## src/rtl/spi_pkg.sv

```systemverilog
// Shared definitions for the SPI transfer sequencer.
//   - FSM state encodings for spi_xfer_ctrl
//   - bit positions of cpol/cpha inside the 2-bit mode word
//   - default word width and setup/hold strobe count
package spi_pkg;

    localparam int unsigned DATA_W_DEF        = 8;
    localparam int unsigned SETUP_STROBES_DEF = 1;

    // Bit positions inside mode = {cpol, cpha}
    localparam int unsigned CPOL = 1;
    localparam int unsigned CPHA = 0;

    typedef enum logic [2:0] {
        ST_IDLE  = 3'd0,
        ST_SETUP = 3'd1,
        ST_XFER  = 3'd2,
        ST_HOLD  = 3'd3,
        ST_DONE  = 3'd4
    } state_t;

endpackage

```

## src/rtl/spi_shift_unit.sv

```systemverilog
// TX/RX shift registers for one SPI word, with capture/change decode.
// Ports:
//   clk, rst_n             clock, async active-low reset
//   load                   start of transfer: latch tx_data and bit order
//   tx_data, lsb_first     word to send and its bit order
//   cpha                   latched clock phase
//   active                 high while SCLK edges are being produced
//   first_edge, last_edge  current edge is the first / last of the word
//   rise, fall             generator leading / trailing edge pulses
//   miso                   serial input
//   mosi                   serial output (registered)
//   rx_word                receive shift register contents
module spi_shift_unit
    import spi_pkg::*;
#(
    parameter int unsigned DATA_W = DATA_W_DEF
) (
    input  logic              clk,
    input  logic              rst_n,
    input  logic              load,
    input  logic [DATA_W-1:0] tx_data,
    input  logic              lsb_first,
    input  logic              cpha,
    input  logic              active,
    input  logic              first_edge,
    input  logic              last_edge,
    input  logic              rise,
    input  logic              fall,
    input  logic              miso,
    output logic              mosi,
    output logic [DATA_W-1:0] rx_word
);

    logic [DATA_W-1:0] tx_shreg;
    logic              lsb_q;
    logic              capture;
    logic              change;

    // cpha=0: sample on leading, shift on trailing (the last trailing edge has
    // no next bit). cpha=1: the first bit is already on mosi before the first
    // leading edge, so that edge does not shift.
    always_comb begin
        capture = 1'b0;
        change  = 1'b0;
        if (active) begin
            if (cpha) begin
                capture = fall;
                change  = rise && !first_edge;
            end else begin
                capture = rise;
                change  = fall && !last_edge;
            end
        end
    end

    // Shift registers and serial output
    always_ff @(posedge clk or negedge rst_n) begin
        if (!rst_n) begin
            tx_shreg <= '0;
            rx_word  <= '0;
            mosi     <= 1'b0;
            lsb_q    <= 1'b0;
        end else if (load) begin
            tx_shreg <= tx_data;
            rx_word  <= '0;
            lsb_q    <= lsb_first;
            mosi     <= lsb_first ? tx_data[0] : tx_data[DATA_W-1];
        end else begin
            if (change) begin
                if (lsb_q) begin
                    tx_shreg <= {1'b0, tx_shreg[DATA_W-1:1]};
                    mosi     <= tx_shreg[1];
                end else begin
                    tx_shreg <= {tx_shreg[DATA_W-2:0], 1'b0};
                    mosi     <= tx_shreg[DATA_W-2];
                end
            end
            if (capture) begin
                if (lsb_q) begin
                    rx_word <= {miso, rx_word[DATA_W-1:1]};
                end else begin
                    rx_word <= {rx_word[DATA_W-2:0], miso};
                end
            end
        end
    end

endmodule

```

## src/rtl/spi_xfer_ctrl.sv

```systemverilog
// SPI master transaction sequencer sitting in front of the baud-rate generator.
// Accepts a word request, latches mode/selector for the generator, gates its
// strobe and SCLK enables, owns slave select and returns the received word.
// Optional feature macro: SPI_XFER_LSB_FIRST_EN adds input lsb_first.
// Ports:
//   clk, rst_n                 clock, async active-low reset
//   start, tx_data             request and word to send (sampled in IDLE)
//   cfg_mode, cfg_sel          mode {cpol,cpha} and baud selector (latched)
//   busy, done, rx_data        status, one-cycle done pulse, received word
//   brg_en, brg_sclk_en        generator strobe / SCLK toggle enables
//   brg_mode, brg_sel          latched configuration to the generator
//   brg_strobe/rise/fall       generator strobe and edge pulses
//   ss_n, mosi, miso           SPI pins
//   lsb_first                  (feature only) LSB-first bit order
module spi_xfer_ctrl
    import spi_pkg::*;
#(
    parameter int unsigned DATA_W        = DATA_W_DEF,
    parameter int unsigned SETUP_STROBES = SETUP_STROBES_DEF
) (
    input  logic              clk,
    input  logic              rst_n,
    input  logic              start,
    input  logic [DATA_W-1:0] tx_data,
    input  logic [1:0]        cfg_mode,
    input  logic [2:0]        cfg_sel,
    output logic              busy,
    output logic              done,
    output logic [DATA_W-1:0] rx_data,
    output logic              brg_en,
    output logic              brg_sclk_en,
    output logic [1:0]        brg_mode,
    output logic [2:0]        brg_sel,
    input  logic              brg_strobe,
    input  logic              brg_rise,
    input  logic              brg_fall,
    output logic              ss_n,
    output logic              mosi,
`ifdef SPI_XFER_LSB_FIRST_EN
    input  logic              lsb_first,
`endif
    input  logic              miso
);

    localparam int unsigned EDGE_W = $clog2(2 * DATA_W);
    localparam int unsigned STB_W  = 4;
    localparam logic [EDGE_W-1:0] EDGE_LAST = EDGE_W'(2 * DATA_W - 1);
    localparam logic [STB_W-1:0]  STB_LAST  = STB_W'(SETUP_STROBES - 1);

    state_t            state;
    state_t            state_nxt;
    logic [STB_W-1:0]  stb_cnt;
    logic [EDGE_W-1:0] edge_cnt;
    logic              busy_d;
    logic              ss_n_d;
    logic              brg_en_d;
    logic              sclk_en_d;
    logic              done_d;
    logic              accept;
    logic              rx_load;
    logic              lsb_req;
    logic [DATA_W-1:0] rx_word;

`ifdef SPI_XFER_LSB_FIRST_EN
    assign lsb_req = lsb_first;
`else
    assign lsb_req = 1'b0;
`endif

    assign accept  = (state == ST_IDLE) && start;
    assign rx_load = (state == ST_HOLD) && (state_nxt == ST_DONE);

    // State register plus registered FSM outputs
    always_ff @(posedge clk or negedge rst_n) begin
        if (!rst_n) begin
            state       <= ST_IDLE;
            busy        <= 1'b0;
            ss_n        <= 1'b1;
            brg_en      <= 1'b0;
            brg_sclk_en <= 1'b0;
            done        <= 1'b0;
        end else begin
            state       <= state_nxt;
            busy        <= busy_d;
            ss_n        <= ss_n_d;
            brg_en      <= brg_en_d;
            brg_sclk_en <= sclk_en_d;
            done        <= done_d;
        end
    end

    // Next-state logic
    always_comb begin
        state_nxt = state;
        case (state)
            ST_IDLE:  if (start) state_nxt = ST_SETUP;
            ST_SETUP: if (brg_strobe && stb_cnt == STB_LAST) state_nxt = ST_XFER;
            ST_XFER:  if (brg_strobe && edge_cnt == EDGE_LAST) state_nxt = ST_HOLD;
            ST_HOLD:  if (brg_strobe && stb_cnt == STB_LAST) state_nxt = ST_DONE;
            ST_DONE:  state_nxt = ST_IDLE;
            default:  state_nxt = ST_IDLE;
        endcase
    end

    // Output decode from the upcoming state so the registers line up with it
    always_comb begin
        busy_d    = 1'b0;
        ss_n_d    = 1'b1;
        brg_en_d  = 1'b0;
        sclk_en_d = 1'b0;
        done_d    = 1'b0;
        case (state_nxt)
            ST_SETUP, ST_HOLD: begin
                busy_d   = 1'b1;
                ss_n_d   = 1'b0;
                brg_en_d = 1'b1;
            end
            ST_XFER: begin
                busy_d    = 1'b1;
                ss_n_d    = 1'b0;
                brg_en_d  = 1'b1;
                sclk_en_d = 1'b1;
            end
            ST_DONE: done_d = 1'b1;
            default: ;
        endcase
    end

    // Strobe/edge counters, latched configuration and received word
    always_ff @(posedge clk or negedge rst_n) begin
        if (!rst_n) begin
            stb_cnt  <= '0;
            edge_cnt <= '0;
            brg_mode <= 2'b00;
            brg_sel  <= 3'b000;
            rx_data  <= '0;
        end else begin
            if (accept) begin
                brg_mode <= cfg_mode;
                brg_sel  <= cfg_sel;
            end
            if (rx_load) begin
                rx_data <= rx_word;
            end
            case (state)
                ST_SETUP, ST_HOLD: begin
                    if (brg_strobe) begin
                        stb_cnt <= (stb_cnt == STB_LAST) ? '0 : stb_cnt + 1'b1;
                    end
                end
                ST_XFER: begin
                    if (brg_strobe) begin
                        edge_cnt <= (edge_cnt == EDGE_LAST) ? '0 : edge_cnt + 1'b1;
                    end
                end
                default: begin
                    stb_cnt  <= '0;
                    edge_cnt <= '0;
                end
            endcase
        end
    end

    spi_shift_unit #(
        .DATA_W (DATA_W)
    ) u_shift (
        .clk        (clk),
        .rst_n      (rst_n),
        .load       (accept),
        .tx_data    (tx_data),
        .lsb_first  (lsb_req),
        .cpha       (brg_mode[CPHA]),
        .active     (state == ST_XFER),
        .first_edge (edge_cnt == '0),
        .last_edge  (edge_cnt == EDGE_LAST),
        .rise       (brg_rise),
        .fall       (brg_fall),
        .miso       (miso),
        .mosi       (mosi),
        .rx_word    (rx_word)
    );

endmodule
```

## config.mk

```make
export PLATFORM = sky130hd
export DESIGN_NAME = spi_xfer_ctrl
export DESIGN_NICKNAME = d
export VERILOG_FILES = /design/src/rtl/spi_pkg.sv /design/src/rtl/spi_shift_unit.sv /design/src/rtl/spi_xfer_ctrl.sv
export SDC_FILE = /design/constraint.sdc
export NUM_CORES = 1
export LEC_CHECK = 0
export CAP_MARGIN = 5
export CORE_ASPECT_RATIO = 1.1
export CORE_MARGIN = 4
export CORE_UTILIZATION = 45
export DETAILED_ROUTE_END_ITERATION = 10
export PLACE_DENSITY = 0.75
export SLEW_MARGIN = 5
export SYNTH_ARGS = -nofsm -noshare
export SYNTH_HDL_FRONTEND = slang
export SYNTH_HIERARCHICAL = 1
export SYNTH_SLANG_ARGS = --single-unit
```

## constraint.sdc

```tcl
create_clock -name clk -period 2.2 [get_ports clk]
set_clock_uncertainty 0.05 [all_clocks]
set_input_delay 0.55 -clock clk [delete_from_list [all_inputs] [get_ports clk]]
set_output_delay 0.55 -clock clk [all_outputs]
set_load 0.03 [all_outputs]
```

==> reports/metrics.cfg, run 1 <==
[drt]
routedWlPerCell_um = 15.0
drt_iter0_markers = 98
drc_errors = 0
avgViaCountPerCell = 5.36
ant_nets = 0
first_pass_iters = 4
wl_um = 5000
vias = 1780

[sta]
setup_viol = 0
layout_min_cycle_time_ps = 2080
fin_setup_tns_ps = 0
whs_ps = 263
fmax_mhz = 481
finalMaxSlewViolations = 0
hold_violations = 0
rsz0062_at_grt = false
fin_crit_sh = 0.945
tightest_slew_ps = 756
max_slew_margin = 0.496

[cells_and_area]
drive_gt1_frac = 0.250
area_delta_synth_final_pct = 23.7
nets = 283
insertedDiodeCount = 0
instances_no_fill = 332
fin_area_mm2 = 0.00304

[setup_path]
critical_path.cell_chain = clkdlybuf4s50_1
reg2reg_from = edge_cnt[0]$_DFFE_PN0P_
crit_path_start_kind = flop
worstPathBufferInverterCount = 1
cp_data_arrival_time_ps = 1480
critPathTopFamily = buffers and inverters
endpoint = ss_n
ff2ff_path_depth = 5
reg2reg_slack_ps = 310
end_kind = output port
worstPathMaxFanout = 1
crit_path_start = ss_n$_DFF_PN1_
cp_slowest_cell = clkdlybuf4s50_1
reg2reg_to = u_shift/tx_shreg[0]$_DFFE_PN0P_
cpPeakStageDelay_ps = 660
critPathRequiredTime_ps = 1600
worst-path-stages = 1
worstSetupPathType = flop to output port

[clocking]
cts-hold-fix-buffers = 0
h-tree-depth = 2
clock_sinks = 46
cts_buffer_depth = 2
clk_pin_slew_ps = 90
cts_inserted_buffers = 5
post_cts_buffers = 0
root_buffer = clkbuf_8
clock_latency_ps = 300
cts_resized = 0
cts_tree = built

[flow_run]
cap_viol_max_count = 0

[power_and_ir_drop]
ir_drop_v = 0.000626
power_mw = 3.95
power_density_mw_per_mm2 = 1300
p_leak_nw = 1.34

[placement]
gp_congestion = 0.759
placed_area_mm2 = 0.00293
hpwl_um = 3550
numPortBuffers = 38
place_inst = 324

[die]
rows = 27
design.core.area_mm2 = 0.00513
dieHeight_um = 85.4
die_x_um = 78.4
die_area_mm2 = 0.00670
ios = 39
initial_core_util = 0.478

[yosys]
seq_area_frac_synth = 0.470
ys_warn_count = 6
syn_inst = 214
synthFlopType = dfrtp_1
syn_area_per_cell_um2 = 11.5
yosysUniqueCellTypes = 52
syn-cell-area_mm2 = 0.00245
ys_async_sr_fraction = 1.00
ys_seq_elements = 46
synth_edf_count = 0

[global_routing]
grt_overflow = 0
grt_max_degree = 47
grt_first_pass_wirelength_um = 8490
grt_pass1_vias = 1838
grtUsageTotal = 0.156
antenna_found_initial = 0

[status]
status = complete, no violations

[worst_hold_path]
hold_class = input port to async pin

how the worst min path moves through the flow:
stage | startpoint | endpoint | slack (ps)
after floorplan | rst_n | brg_en$_DFF_PN0_ | 200
after global placement | brg_sel[0]$_DFFE_PN0P_ | brg_sel[0]$_DFFE_PN0P_ | 440
after detailed placement | brg_sel[1]$_DFFE_PN0P_ | brg_sel[1]$_DFFE_PN0P_ | 450
after CTS | rst_n | u_shift/tx_shreg[4]$_DFFE_PN0P_ | 290
after global routing | rst_n | u_shift/tx_shreg[4]$_DFFE_PN0P_ | 310
final | rst_n | u_shift/tx_shreg[4]$_DFFE_PN0P_ | 260
cells in the mapped netlist, drive strengths merged, types with 3 or more instances:
cell type | n | area share
nor3b | 4 | 0.021
dfrtp | 45 | 0.46
o21ai | 4 | 0.0097
inv | 8 | 0.012
o211ai | 3 | 0.0092
mux2 | 29 | 0.15
nor3 | 7 | 0.014
nand2 | 14 | 0.021
mux2i | 11 | 0.045
and4 | 3 | 0.012
nor2 | 12 | 0.018
a21oi | 12 | 0.029
nand3 | 6 | 0.012
ha | 4 | 0.020
buf | 12 | 0.034
o31ai | 6 | 0.018
layout make-up:
cell class	count	area, um2
inverters	8	30.0
multi-input cells	147	1180
flip-flops and latches	46	1150
well taps	72	90.1
repair buffers	51	473
clock buffers	7	96.3
clock inverters	1	8.76
fillers	463	2100
sequential cells by signal, indices dropped and copies added, names as in the netlist:
name	cells
brg_en	1
brg_mode	2
brg_sclk_en	1
brg_sel	3
done	1
edge_cnt	4
rx_data	8
ss_n	1
state	3
stb_cnt	4
u_shift/lsb_q	1
u_shift/mosi	1
u_shift/rx_word	8
u_shift/tx_shreg	8
metrics by stage:
step	worst slack, ps	util
finish	120	0.591
detailed placement	-77.7	0.571
CTS	103	0.591
global placement	-33.3	0.571
floorplan	180	-
global route	71.8	0.591
power by group:
part           internal [mW]  switching (mW)
Sequential              1.17           0.285
Combinational           1.00           0.930
Clock                  0.288           0.285
Total                   2.45            1.50
logic make-up after synthesis:
family / Yosys count / synth area share
muxes: 40 / 0.192
other: 1 / 0.00153
DFF: 46 / 0.470
buffers and inverters: 22 / 0.0490
adders and majority gates: 4 / 0.0204
and+or+nand+nor: 64 / 0.161
AOI/OAI and AO/OA: 37 / 0.107
routing by layer:
layer	wire length, um	vias up	GRT usage
met5	0	-	0
met4	81	0	0.0445
met3	183	9	0.0361
met2	2530	39	0.266
met1	2200	872	0.199
li1	-	860	-
cells in the final DEF (no fill, tap or decap), drive strengths merged, types with 2 or more instances in the layout:
cell type,Yosys,layout
o31ai,6,6
nand4,2,2
nand2b,2,2
dfrtp,45,45
a21oi,12,12
and3,2,2
and4b,2,2
mux2,29,29
a22oi,2,2
a211o,2,2
and4,3,3
a211oi,2,2
nor2,12,12
and4bb,2,2
nand3,6,6
conb,1,2
nor3b,4,4
o211ai,3,3
nor2b,2,2
ha,4,4
a22o,2,2
or3,2,2
clkbuf,2,7
o21ai,4,4
clkdlybuf4s50,0,37
buf,12,14
nor3,7,7
inv,8,8
mux2i,11,11
nand2,14,14
Note: power is estimated with default switching activity, not from simulation.
==> run 2, diff against run 1 <==
clock period = 2.04 ns   (was 2.2 ns; I/O delays follow)
==> run 2 against run 1 <==
Compared with the run above:
- sequential share of layout area grew 0.11 points
- clock power shrank 3%
- via count grew 0.45%
- wire length grew 0.64%
- final cell count grew 0.30%
- combinational power grew 7%
- cell area shrank 0.29%
- hold slack lost 35 ps
- sequential power grew 8%
- critical path depth grew 6
- first-iteration DRC count grew 29%
- largest power group unchanged
==> reports/metrics.cfg, run 2 (same netlist as run 1, synthesis figures left out) <==
[clocking]
post_cts_buffers = 0  ; unchanged
clock_latency_ps = 300  ; about the same
root_buffer = clkbuf_8
cts_tree = built
h-tree-depth = 2  ; unchanged
clock_sinks = 46  ; unchanged
cts_buffer_depth = 2  ; unchanged
clk_pin_slew_ps = 90  ; about the same
cts_inserted_buffers = 5  ; unchanged

[cells_and_area]
nets = 284  ; +0.35%
insertedDiodeCount = 0  ; unchanged
top_regs = rx_data (8), u_shift/rx_word (8), u_shift/tx_shreg (8)
drive_gt1_frac = 0.253  ; +0.00287
layout_commonest_cell = dfrtp_1
fin_area_mm2 = 0.00303  ; -0.29%
area_delta_synth_final_pct = 23.4
fillers = 455  ; -1.7%
final_cell_mix = dfrtp_1 (45), clkdlybuf4s50_1 (35), mux2_2 (19)
instances_no_fill = 333  ; +0.30%

[placement]
placed_area_mm2 = 0.00294  ; +0.26%
gp_congestion = 0.769  ; +1.3%
numPortBuffers = 38  ; unchanged
hpwl_um = 3500  ; -1.6%
place_inst = 325  ; +0.31%

[global_routing]
grt_pass1_vias = 1871  ; +1.8%
grt_max_degree = 47  ; unchanged
grtUsageTotal = 0.160  ; +0.00370
grt_first_pass_wirelength_um = 8600  ; +1.2%
grt_overflow = 0  ; unchanged
antenna_found_initial = 0  ; unchanged

[sta]
fin_crit_sh = 0.939
tightest_slew_ps = 762  ; +5.50 ps
layout_min_cycle_time_ps = 1920
max_slew_margin = 0.492  ; -0.00367
hold_violations = 0  ; unchanged
setup_viol = 0  ; unchanged
finalMaxSlewViolations = 0  ; unchanged
fmax_mhz = 522
rsz0062_at_grt = false

[status]
status = complete, no violations

[flow_run]
cap_viol_max_count = 0  ; unchanged

[setup_path]
reg2reg_to = u_shift/tx_shreg[4]$_DFFE_PN0P_
crit_path_start_kind = input port
critPathRequiredTime_ps = 2230  ; +630 ps
worstPathMaxFanout = 8  ; +7
cp_data_arrival_time_ps = 2110  ; +630 ps
cpPeakStageDelay_ps = 480  ; -180 ps
worstSetupPathType = input port to flop
crit_path_start = start
end_kind = flop
reg2reg_slack_ps = 210  ; -100 ps
cp_slowest_cell = clkdlybuf4s50_1
critical_path.cell_chain = clkdlybuf4s50_1, nor2b_1, nor3b_4, buf_4, inv_1, o211ai_1, o311a_1
ff2ff_path_depth = 5  ; unchanged
reg2reg_from = state[2]$_DFF_PN0_

[power_and_ir_drop]
power_mw = 4.19  ; +6.0%
power_density_mw_per_mm2 = 1390  ; +6.4%
ir_drop_v = 0.000742  ; +19%
seqPwrFrac = 0.374  ; +0.007
power_frac_clock = 0.133  ; -0.012
combPwrFrac = 0.493  ; +0.005
switching_power_mw = 1.62  ; +8.2%
p_leak_nw = 1.34  ; about the same
cell_internal_pwr_mw = 2.57  ; +4.7%
switching_share = 0.387  ; +0.00783

[die]
die_area_mm2 = 0.00670  ; unchanged
rows = 27  ; unchanged
die_x_um = 78.4  ; unchanged
ios = 39  ; unchanged
initial_core_util = 0.478  ; unchanged
design.core.area_mm2 = 0.00513  ; unchanged
dieHeight_um = 85.4  ; unchanged

[drt]
drt_iter0_markers = 126  ; +29%
routedWlPerCell_um = 15.1  ; +0.34%
drc_errors = 0  ; unchanged
ant_nets = 0  ; unchanged
first_pass_iters = 4  ; unchanged
avgViaCountPerCell = 5.37  ; +0.15%
vias = 1788  ; +0.45%
wl_um = 5030  ; +0.64%

[worst_hold_path]
hold_class = input port to async pin

run 2: cell types whose count changed in the layout (fill, tap and decap cells not counted):
cell / before / now
buf_4: 13 / 14
clkbuf_1: 0 / 1
clkbuf_8: 7 / 5
clkdlybuf4s50_1: 37 / 35
clkinv_2: 0 / 1
dlygate4sd2_1: 0 / 2
nand4bb_1: 1 / 0
nand4bb_2: 0 / 1
run 2: metal layers:
| layer | wire length [um] | up-vias | global-route usage |
|---|---|---|---|
| li1 | - | 866 | - |
| met1 | 2160 | 876 | 0.192 |
| met2 | 2570 | 38 | 0.276 |
| met4 | 82 | 0 | 0.0588 |
| met5 | 0 | - | 0 |
| met3 | 211 | 8 | 0.0414 |
run 2: worst max-delay path by stage:
stage	slack, ps	cells past startpoint	end
floorplan	60	6	u_shift/rx_word[0]$_DFFE_PN0P_
global placement	-160	5	u_shift/lsb_q$_DFFE_PN0P_
global route	8	7	u_shift/tx_shreg[7]$_DFFE_PN0P_
detailed placement	-190	5	u_shift/lsb_q$_DFFE_PN0P_
CTS	120	1	rx_data[7]
finish	120	7	u_shift/mosi$_DFFE_PN0P_
run 2: cell type report:
| class | instances | area [um2] | area share |
|---|---|---|---|
| Sequential cell | 46 | 1150 | 0.381 |
| Multi-Input combinational cell | 147 | 1190 | 0.393 |
| Timing Repair Buffer | 52 | 478 | 0.158 |
| Tap cell | 72 | 90.1 | 0.0298 |
| Clock inverter | 2 | 13.8 | 0.00455 |
| Clock buffer | 6 | 72.6 | 0.0240 |
| Inverter | 8 | 30.0 | 0.00992 |
run 2: what timing repair did:
item | 4_1_cts | 5_1_grt
hold buffers | 0 | 0
gates resized for setup | 2 | 1
setup endpoints to repair | 2 | 1
run 2: critical path: cells and delay by family:
family / cells / cell delay (ps)
compound gates: 2 / 330
buf+inv: 3 / 770
simple gates: 2 / 510
run 2: per-stage QoR:
| step | TNS (ps) | setup WS (ps) | hold WS, ps | util |
|---|---|---|---|---|
| CTS | 0 | 116 | 253 | 0.588 |
| global placement | -2650 | -159 | 442 | 0.572 |
| global route | 0 | 7.75 | 263 | 0.589 |
| floorplan | 0 | 59.7 | 164 | - |
| detailed placement | -3210 | -192 | 450 | 0.572 |
| finish | 0 | 124 | 229 | 0.589 |
run 2: power by group through the flow:
stage / combinational, mW / sequential (mW) / clock [mW]
finish: 2.07 / 1.57 / 0.558
detailed placement: 2.08 / 1.58 / 0
global route: 2.24 / 1.62 / 0.630
floorplan: 1.24 / 1.77 / 0
CTS: 2.08 / 1.57 / 0.576
global placement: 2.04 / 1.57 / 0
